`config.mk`:
```
export PLATFORM = sky130hd
export DESIGN_NAME = tinyml_display_stream_packer
export DESIGN_NICKNAME = d
export VERILOG_FILES = /design/src/rtl/tinyml_display_stream_packer_pkg.sv /design/src/rtl/tinyml_display_stream_packer.sv
export SDC_FILE = /design/constraint.sdc
export NUM_CORES = 1
export LEC_CHECK = 0
export CORE_MARGIN = 2
export CORE_UTILIZATION = 42
export CTS_BUF_LIST = sky130_fd_sc_hd__clkbuf_2 sky130_fd_sc_hd__clkbuf_4 sky130_fd_sc_hd__clkbuf_8
export CTS_CLUSTER_SIZE = 24
export DETAILED_ROUTE_END_ITERATION = 12
export PLACE_DENSITY = 0.79
export SLEW_MARGIN = 10
export SYNTH_ARGS = -nofsm -noshare
export SYNTH_HDL_FRONTEND = slang
export SYNTH_SLANG_ARGS = --single-unit
```
`constraint.sdc`:
```
create_clock -name clk -period 2 [get_ports clk]
set_input_delay 0.6 -clock clk [delete_from_list [all_inputs] [get_ports clk]]
set_output_delay 0.6 -clock clk [all_outputs]
set_load 0.005 [all_outputs]
```
`src/rtl/tinyml_display_stream_packer_pkg.sv`:
```
// ----------------------------------------------------------------------------
// tinyml_display_stream_packer_pkg
//
// Purpose : Definitions shared by the display stream packer and the annotator
//           that consumes its packets: packet type codes, packer FSM states,
//           header field positions, the pad word and a header builder.
//
// Contents:
//   pkt_type_e   - 3-bit packet type code carried in header bits [2:0]
//   state_e      - packer FSM states
//   HDR_*        - header field offsets and widths
//   CNT_W/SEQ_W  - payload counter and sequence number widths
//   PAD_WORD     - value of the trailing pad word
//   make_header  - assembles a header word from a type and a sequence number
// ----------------------------------------------------------------------------
package tinyml_display_stream_packer_pkg;

    // Codes shared with the annotator. Only IMAGE and BBOX are produced by
    // the packer; the others are decoded downstream and never emitted here.
    typedef enum logic [2:0] {
        PKT_IDLE  = 3'd0,
        PKT_IMAGE = 3'd1,
        PKT_BBOX  = 3'd2,
        PKT_LOGO  = 3'd3,
        PKT_SKIP  = 3'd4
    } pkt_type_e;

    typedef enum logic [1:0] {
        S_IDLE    = 2'd0,
        S_PAYLOAD = 2'd1,
        S_PAD     = 2'd2
    } state_e;

    localparam int HDR_TYPE_LSB = 0;
    localparam int HDR_TYPE_W   = 3;
    localparam int HDR_SEQ_LSB  = 16;
    localparam int HDR_SEQ_W    = 16;

    localparam int CNT_W = 20;
    localparam int SEQ_W = HDR_SEQ_W;

    localparam logic [63:0] PAD_WORD = 64'h0;

    // Every field outside type and seq is zero.
    function automatic logic [63:0] make_header(input pkt_type_e  pkt_type,
                                                input logic [SEQ_W-1:0] seq);
        logic [63:0] hdr;
        hdr = '0;
        hdr[HDR_TYPE_LSB +: HDR_TYPE_W] = pkt_type;
        hdr[HDR_SEQ_LSB  +: HDR_SEQ_W]  = seq;
        return hdr;
    endfunction

endpackage

```
`src/rtl/tinyml_display_stream_packer.sv`:
```
// ----------------------------------------------------------------------------
// tinyml_display_stream_packer
//
// Purpose : Transmit-side packetizer for the display annotation stream.
//           Builds typed packets from two independent 64-bit sources (image
//           pixels, 2 per word, and bounding-box records). Each packet is
//           one header word, N payload words and one zero pad word, so the
//           word count stays even for the 128-bit DMA interconnect.
//
// Parameters:
//   FRAME_WIDTH, FRAME_HEIGHT - image size in pixels
//   MAX_BBOX                  - bbox words per bbox packet
//   IMG_DATA_COUNT            - derived image payload length (W*H/2)
//
// Ports:
//   clk, rst                       - clock, synchronous active-high reset
//   img_valid/img_data/img_ready   - image source (valid/ready)
//   bbox_valid/bbox_data/bbox_ready- bbox source (valid/ready)
//   out_valid/out_data/out_last    - registered packet output, last = pad word
//   out_ready                      - downstream accept
// ----------------------------------------------------------------------------
module tinyml_display_stream_packer
    import tinyml_display_stream_packer_pkg::*;
#(
    parameter int FRAME_WIDTH  = 540,
    parameter int FRAME_HEIGHT = 540,
    parameter int MAX_BBOX     = 16
) (
    input  logic        clk,
    input  logic        rst,
    input  logic        img_valid,
    input  logic [63:0] img_data,
    output logic        img_ready,
    input  logic        bbox_valid,
    input  logic [63:0] bbox_data,
    output logic        bbox_ready,
    output logic        out_valid,
    output logic [63:0] out_data,
    output logic        out_last,
    input  logic        out_ready
);

    localparam int IMG_DATA_COUNT = (FRAME_WIDTH * FRAME_HEIGHT) / 2;

    // Packets must have an even word count and fit the payload counter.
    if ((IMG_DATA_COUNT % 2) != 0) begin : g_err_img_odd
        $error("IMG_DATA_COUNT must be even");
    end
    if ((MAX_BBOX % 2) != 0) begin : g_err_bbox_odd
        $error("MAX_BBOX must be even");
    end
    if (IMG_DATA_COUNT > (2 ** CNT_W)) begin : g_err_img_big
        $error("IMG_DATA_COUNT exceeds the payload counter range");
    end
    if (MAX_BBOX > (2 ** CNT_W)) begin : g_err_bbox_big
        $error("MAX_BBOX exceeds the payload counter range");
    end
    if ((IMG_DATA_COUNT < 2) || (MAX_BBOX < 2)) begin : g_err_empty
        $error("payload lengths must be at least 2");
    end

    localparam logic [CNT_W-1:0] IMG_LAST  = CNT_W'(IMG_DATA_COUNT - 1);
    localparam logic [CNT_W-1:0] BBOX_LAST = CNT_W'(MAX_BBOX - 1);

    state_e             state_q,     state_d;
    pkt_type_e          sel_q,       sel_d;
    pkt_type_e          last_type_q, last_type_d;
    logic               sent_any_q,  sent_any_d;
    logic [CNT_W-1:0]   cnt_q,       cnt_d;
    logic [SEQ_W-1:0]   seq_q,       seq_d;
    logic               out_valid_q, out_valid_d;
    logic [63:0]        out_data_q,  out_data_d;
    logic               out_last_q,  out_last_d;

    logic               adv;
    logic               in_payload;
    logic               src_valid;
    logic [63:0]        src_data;
    logic [CNT_W-1:0]   pay_last;

    // The output register may take a new word when it is empty or being
    // drained this cycle.
    assign adv        = ~out_valid_q | out_ready;
    assign in_payload = (state_q == S_PAYLOAD);

    always_comb begin
        src_valid = img_valid;
        src_data  = img_data;
        pay_last  = IMG_LAST;
        if (sel_q == PKT_BBOX) begin
            src_valid = bbox_valid;
            src_data  = bbox_data;
            pay_last  = BBOX_LAST;
        end
    end

    // Only the selected source is ever offered a handshake, and only while
    // the payload is being streamed.
    assign img_ready  = in_payload & (sel_q == PKT_IMAGE) & adv;
    assign bbox_ready = in_payload & (sel_q == PKT_BBOX)  & adv;

    always_comb begin
        state_d     = state_q;
        sel_d       = sel_q;
        last_type_d = last_type_q;
        sent_any_d  = sent_any_q;
        cnt_d       = cnt_q;
        seq_d       = seq_q;
        out_valid_d = out_valid_q;
        out_data_d  = out_data_q;
        out_last_d  = out_last_q;

        case (state_q)
            S_IDLE: begin
                if (adv) begin
                    if (img_valid | bbox_valid) begin
                        // Round-robin on contention. Until a packet has been
                        // completed there is no previous type, so the image
                        // stream takes precedence on the very first packet.
                        if (img_valid & bbox_valid) begin
                            if (sent_any_q && (last_type_q == PKT_IMAGE)) begin
                                sel_d = PKT_BBOX;
                            end else begin
                                sel_d = PKT_IMAGE;
                            end
                        end else if (img_valid) begin
                            sel_d = PKT_IMAGE;
                        end else begin
                            sel_d = PKT_BBOX;
                        end
                        out_valid_d = 1'b1;
                        out_data_d  = make_header(sel_d, seq_q);
                        out_last_d  = 1'b0;
                        cnt_d       = '0;
                        state_d     = S_PAYLOAD;
                    end else begin
                        out_valid_d = 1'b0;
                        out_last_d  = 1'b0;
                    end
                end
            end

            S_PAYLOAD: begin
                if (adv) begin
                    if (src_valid) begin
                        out_valid_d = 1'b1;
                        out_data_d  = src_data;
                        out_last_d  = 1'b0;
                        cnt_d       = cnt_q + 1'b1;
                        if (cnt_q == pay_last) begin
                            state_d = S_PAD;
                        end
                    end else begin
                        // Source stall: emit a bubble, keep the packet open.
                        out_valid_d = 1'b0;
                        out_last_d  = 1'b0;
                    end
                end
            end

            S_PAD: begin
                if (adv) begin
                    out_valid_d = 1'b1;
                    out_data_d  = PAD_WORD;
                    out_last_d  = 1'b1;
                    last_type_d = sel_q;
                    sent_any_d  = 1'b1;
                    seq_d       = seq_q + 1'b1;
                    state_d     = S_IDLE;
                end
            end

            default: begin
                state_d = S_IDLE;
            end
        endcase
    end

    always_ff @(posedge clk) begin
        if (rst) begin
            state_q     <= S_IDLE;
            sel_q       <= PKT_IMAGE;
            last_type_q <= PKT_IMAGE;
            sent_any_q  <= 1'b0;
            cnt_q       <= '0;
            seq_q       <= '0;
            out_valid_q <= 1'b0;
            out_data_q  <= '0;
            out_last_q  <= 1'b0;
        end else begin
            state_q     <= state_d;
            sel_q       <= sel_d;
            last_type_q <= last_type_d;
            sent_any_q  <= sent_any_d;
            cnt_q       <= cnt_d;
            seq_q       <= seq_d;
            out_valid_q <= out_valid_d;
            out_data_q  <= out_data_d;
            out_last_q  <= out_last_d;
        end
    end

    assign out_valid = out_valid_q;
    assign out_data  = out_data_q;
    assign out_last  = out_last_q;

endmodule

```
==> run_results.csv <==
group,metric,value,unit
clock_tree,cts_made_buffers,9,
worst_setup_path,ff2ff_setup_slack,40,ps
sta,fmax,509,MHz
yosys,syn-cell-area,0.00563,mm2
yosys,postSynthNetCount,851,
yosys,synth_edf_count,0,
worst_setup_path,critPathKind,"reg2reg",
floorplan,core_area,0.0132,mm2
yosys,ys_seq_area_share,38.7,%
yosys,yosys-mux-area-fraction,3.55,%
sta,worst-slew-pin-transition,533,ps
clock_tree,cts-root-buf,"clkbuf_8",
global_route,use_met1,30.4,%
floorplan,die_area,0.0144,mm2
sta,max_slew_margin,64.4,%
clock_tree,cts_tree,"built",
run,drv_cap,0,
sta,hold_viol,0,
worst_setup_path,crit_path_top_delay_cell,"dfxtp_2",
worst_setup_path,cp_max_fo,9,
yosys,synth_top_cells_by_area,"dfxtp_1, nand2_1, a211o_1, a21oi_1, nor2_1",
yosys,synthXorXnorAreaFrac,2.95,%
power_and_ir_drop,power_frac_seq,39.9,%
detailed_routing,drtIter0Drc,319,
worst_setup_path,critPathLaunchType,"flip-flop",
hold_path,holdPathStages,2,
placement,place_hpwl,11.9,mm
power_and_ir_drop,clkPwrFrac,21.1,%
detailed_routing,avgRoutedWirePerCell,15.4,um
floorplan,num_io_pins,201,
floorplan,start_util,42.7,%
global_route,antenna_found_initial,1,
sta,min_period,1960,ps
finish,area_growth,50.1,%
yosys,post-synth-top-area-cell,"dfxtp_1",
clock_tree,htreeDepth,3,
power_and_ir_drop,power.switching,2.03,mW
yosys,postSynthAreaPerCell,7.91,um2
power_and_ir_drop,power_density,717,mW/mm2
hold_path,holdCritPathClass,"reg2reg",
finish,nets,1073,
detailed_routing,avgViaCountPerCell,5.25,
hold_path,min_to,"out_data[40]$_SDFFE_PP0P_",
power_and_ir_drop,power_frac_comb,39.0,%
yosys,synth_adder_area_share,1.33,%
global_route,grt_use_total,23.5,%
finish,drive_gt1_share,12.9,%
power_and_ir_drop,swShare,33.4,%
detailed_routing,dr.pass1.iters,4,
detailed_routing,ant_nets,0,
worst_setup_path,setup.worst_path.end_class,"flip-flop",
floorplan,rows,42,
global_route,grt_max_degree,91,
sta,slew_violations,0,
global_route,grt_pass1_wl,27.4,mm
sta,setup_viol,0,
finish,nFillCells,1139,
worst_setup_path,cpPeakStageDelay,340,ps
worst_setup_path,cp.arrival,2270,ps
yosys,synth_simple_gate_area_share,26.8,%
clock_tree,cts_buffer_depth,2,
worst_setup_path,r2r-start,"state_q[1]$_SDFFE_PP0P_",
placement,routabilityCongestion,0.866,
yosys,synth-compound-area-share,19.1,%
detailed_routing,drcViolationCount,0,
worst_setup_path,worstRegToRegCells,9,
worst_setup_path,r2r_end,"out_data[57]$_SDFFE_PP0P_",
yosys,synthDistinctLibCells,55,
sta,clock_skew,14.2,ps
floorplan,die_width,120,um
yosys,synth_top_area_share,38.7,%
floorplan,fp.dieH,120,um
placement,portBuffers,200,
global_route,use_met3,4.80,%
sta,tns,0,ps
clock_tree,clk_latency,380,ps
global_route,use_met2,39.6,%
finish,post-route-util,64.1,%
detailed_routing,drt-total-wl,17.2,mm
clock_tree,clock_sinks,109,
sta,period_share,98.2,%
power_and_ir_drop,ir_worst_vdd,533,uV
hold_path,min_from,"out_data[40]$_SDFFE_PP0P_",
global_route,busiest_layer,"met2",
global_route,overflow,0,
detailed_routing,vias,5863,
power_and_ir_drop,power_leakage,3.07,nW
yosys,yosysWarnings,0,
yosys,ys.flop_type,"dfxtp_1",
yosys,synth_cells,712,
sta,rsz0062_at_grt,"yes",
power_and_ir_drop,p_int,4.04,mW
worst_setup_path,cp.required,2310,ps
yosys,async_flop_share,0,%
worst_setup_path,path_cells,"buf_4 -> ha_4 -> nor3_4 -> o21ba_4 -> nand3b_4 -> buf_6 -> buf_12 -> a211o_1 -> a21oi_1",
yosys,synth_top_family_by_area,"simple AND/OR/NAND/NOR gates",
outcome,status,"finished clean",
yosys,ys_ff_latch,109,
global_route,grt_pass1_vias,5521,
clock_tree,path_clk_slew,110,ps
==> routing by layer <==
layer  vias up  part of all wire [%]
met3        27                   5.4
li1       2924                     -
met2       181                    48
met4         0                   2.3
met5         -                     0
met1      2731                    44
==> metrics by stage <==
stage | total power [mW] | hold slack, ps | setup slack (ps) | cell area, um2 | cells
finish | 6.06 | 456 | 35.5 | 8460 | 1116
global route | 6.39 | 472 | -41.2 | 8460 | 1116
CTS | 5.99 | 458 | 1.18 | 8340 | 1111
detailed placement | 4.51 | 443 | -550 | 8010 | 1087
global placement | 4.50 | 438 | -532 | 8010 | 1087
floorplan | 3.56 | 431 | 40.6 | 5630 | 712
==> power by group through the flow <==
stage	logic, mW	clock network, mW	registers, mW
2_1_floorplan	1.11	0	2.45
3_3_place_gp	2.05	0	2.45
3_5_place_dp	2.07	0	2.45
4_1_cts	2.28	1.31	2.40
5_1_grt	2.57	1.39	2.43
6_report	2.37	1.28	2.42
==> flip-flops by register name, indices dropped and copies added (netlist names) <==
name / count
out_data: 64
cnt_q: 20
seq_q: 16
last_type_q: 2
sel_q: 2
state_q: 2
out_last: 1
out_valid: 1
sent_any_q: 1
==> worst max path at each step <==
| stage | start | endpoint | slack [ps] |
|---|---|---|---|
| 4_1_cts | state_q[1]$_SDFFE_PP0P_ | out_data[53]$_SDFFE_PP0P_ | 1 |
| 3_5_place_dp | out_ready | img_ready | -550 |
| 5_1_grt | state_q[1]$_SDFFE_PP0P_ | out_data[51]$_SDFFE_PP0P_ | -40 |
| 2_1_floorplan | state_q[1]$_SDFFE_PP0P_ | out_data[10]$_SDFFE_PP0P_ | 40 |
| 3_3_place_gp | out_ready | img_ready | -530 |
| 6_report | state_q[1]$_SDFFE_PP0P_ | out_data[57]$_SDFFE_PP0P_ | 40 |
==> layout make-up <==
| type | instances | area [um2] | area share, % |
|---|---|---|---|
| Sequential cell | 109 | 2190 | 25.9 |
| Timing Repair Buffer | 262 | 2620 | 31.0 |
| Inverter | 23 | 88.8 | 1.05 |
| Multi-Input combinational cell | 529 | 3160 | 37.3 |
| Clock inverter | 7 | 57.6 | 0.680 |
| Antenna cell | 1 | 2.50 | 0.0296 |
| Tap cell | 176 | 220 | 2.60 |
| Clock buffer | 9 | 124 | 1.46 |
==> repair_timing <==
item / in CTS / in global routing
endpoints found under the hold margin: 0 / 0
gates cloned: 2 / 0
setup endpoints to repair: 52 / 74
hold buffers: 0 / 0
pin swaps: 3 / 20
gates resized for setup: 25 / 21
buffers inserted: 6 / 4
==> cell usage after synthesis, types with 3 or more instances <==
master / n
or3_1: 9
xor2_1: 9
mux2i_1: 20
nand2_1: 159
and2_1: 5
buf_4: 9
nor2_1: 67
clkbuf_1: 18
nor3_1: 26
or4_1: 5
nand3_1: 11
inv_1: 23
buf_6: 11
nand4_1: 12
dfxtp_1: 109
o211ai_1: 6
nor4_1: 5
a211o_1: 45
xnor2_1: 10
o22ai_1: 18
buf_2: 12
and3_1: 4
a21oi_1: 63
o21ai_0: 13
ha_1: 6
nor2b_1: 3
==> worst max-delay path: cells and delay by family (launching register included) <==
kind	cells	cell delay, ps
AOI/OAI and AO/OA	3	600
buffers and inverters	3	450
DFF	1	340
and+or+nand+nor	2	330
adders and majority gates	1	170
==> logic make-up after synthesis <==
kind of cell	Yosys count
DFF	109
xor gates and xnor gates	19
and+or+nand+nor	325
buffers and inverters	74
AOI/OAI and AO/OA	159
adders and majority gates	6
muxes	20
==> placed cells by master (no fill, tap or decap), types with 9 or more instances in the layout <==
| cell | instances |
|---|---|
| clkdlybuf4s50_1 | 194 |
| nand2_1 | 157 |
| dfxtp_1 | 106 |
| nor2_1 | 67 |
| a21oi_1 | 56 |
| buf_4 | 46 |
| a211o_1 | 45 |
| nor3_1 | 25 |
| inv_1 | 21 |
| mux2i_1 | 20 |
| o22ai_1 | 18 |
| o21ai_0 | 13 |
| nand4_1 | 12 |
| nand3_1 | 11 |
| xnor2_1 | 10 |
| xor2_1 | 9 |
| or3_1 | 9 |
| clkbuf_8 | 9 |
Power figures use the tool's default switching activity.
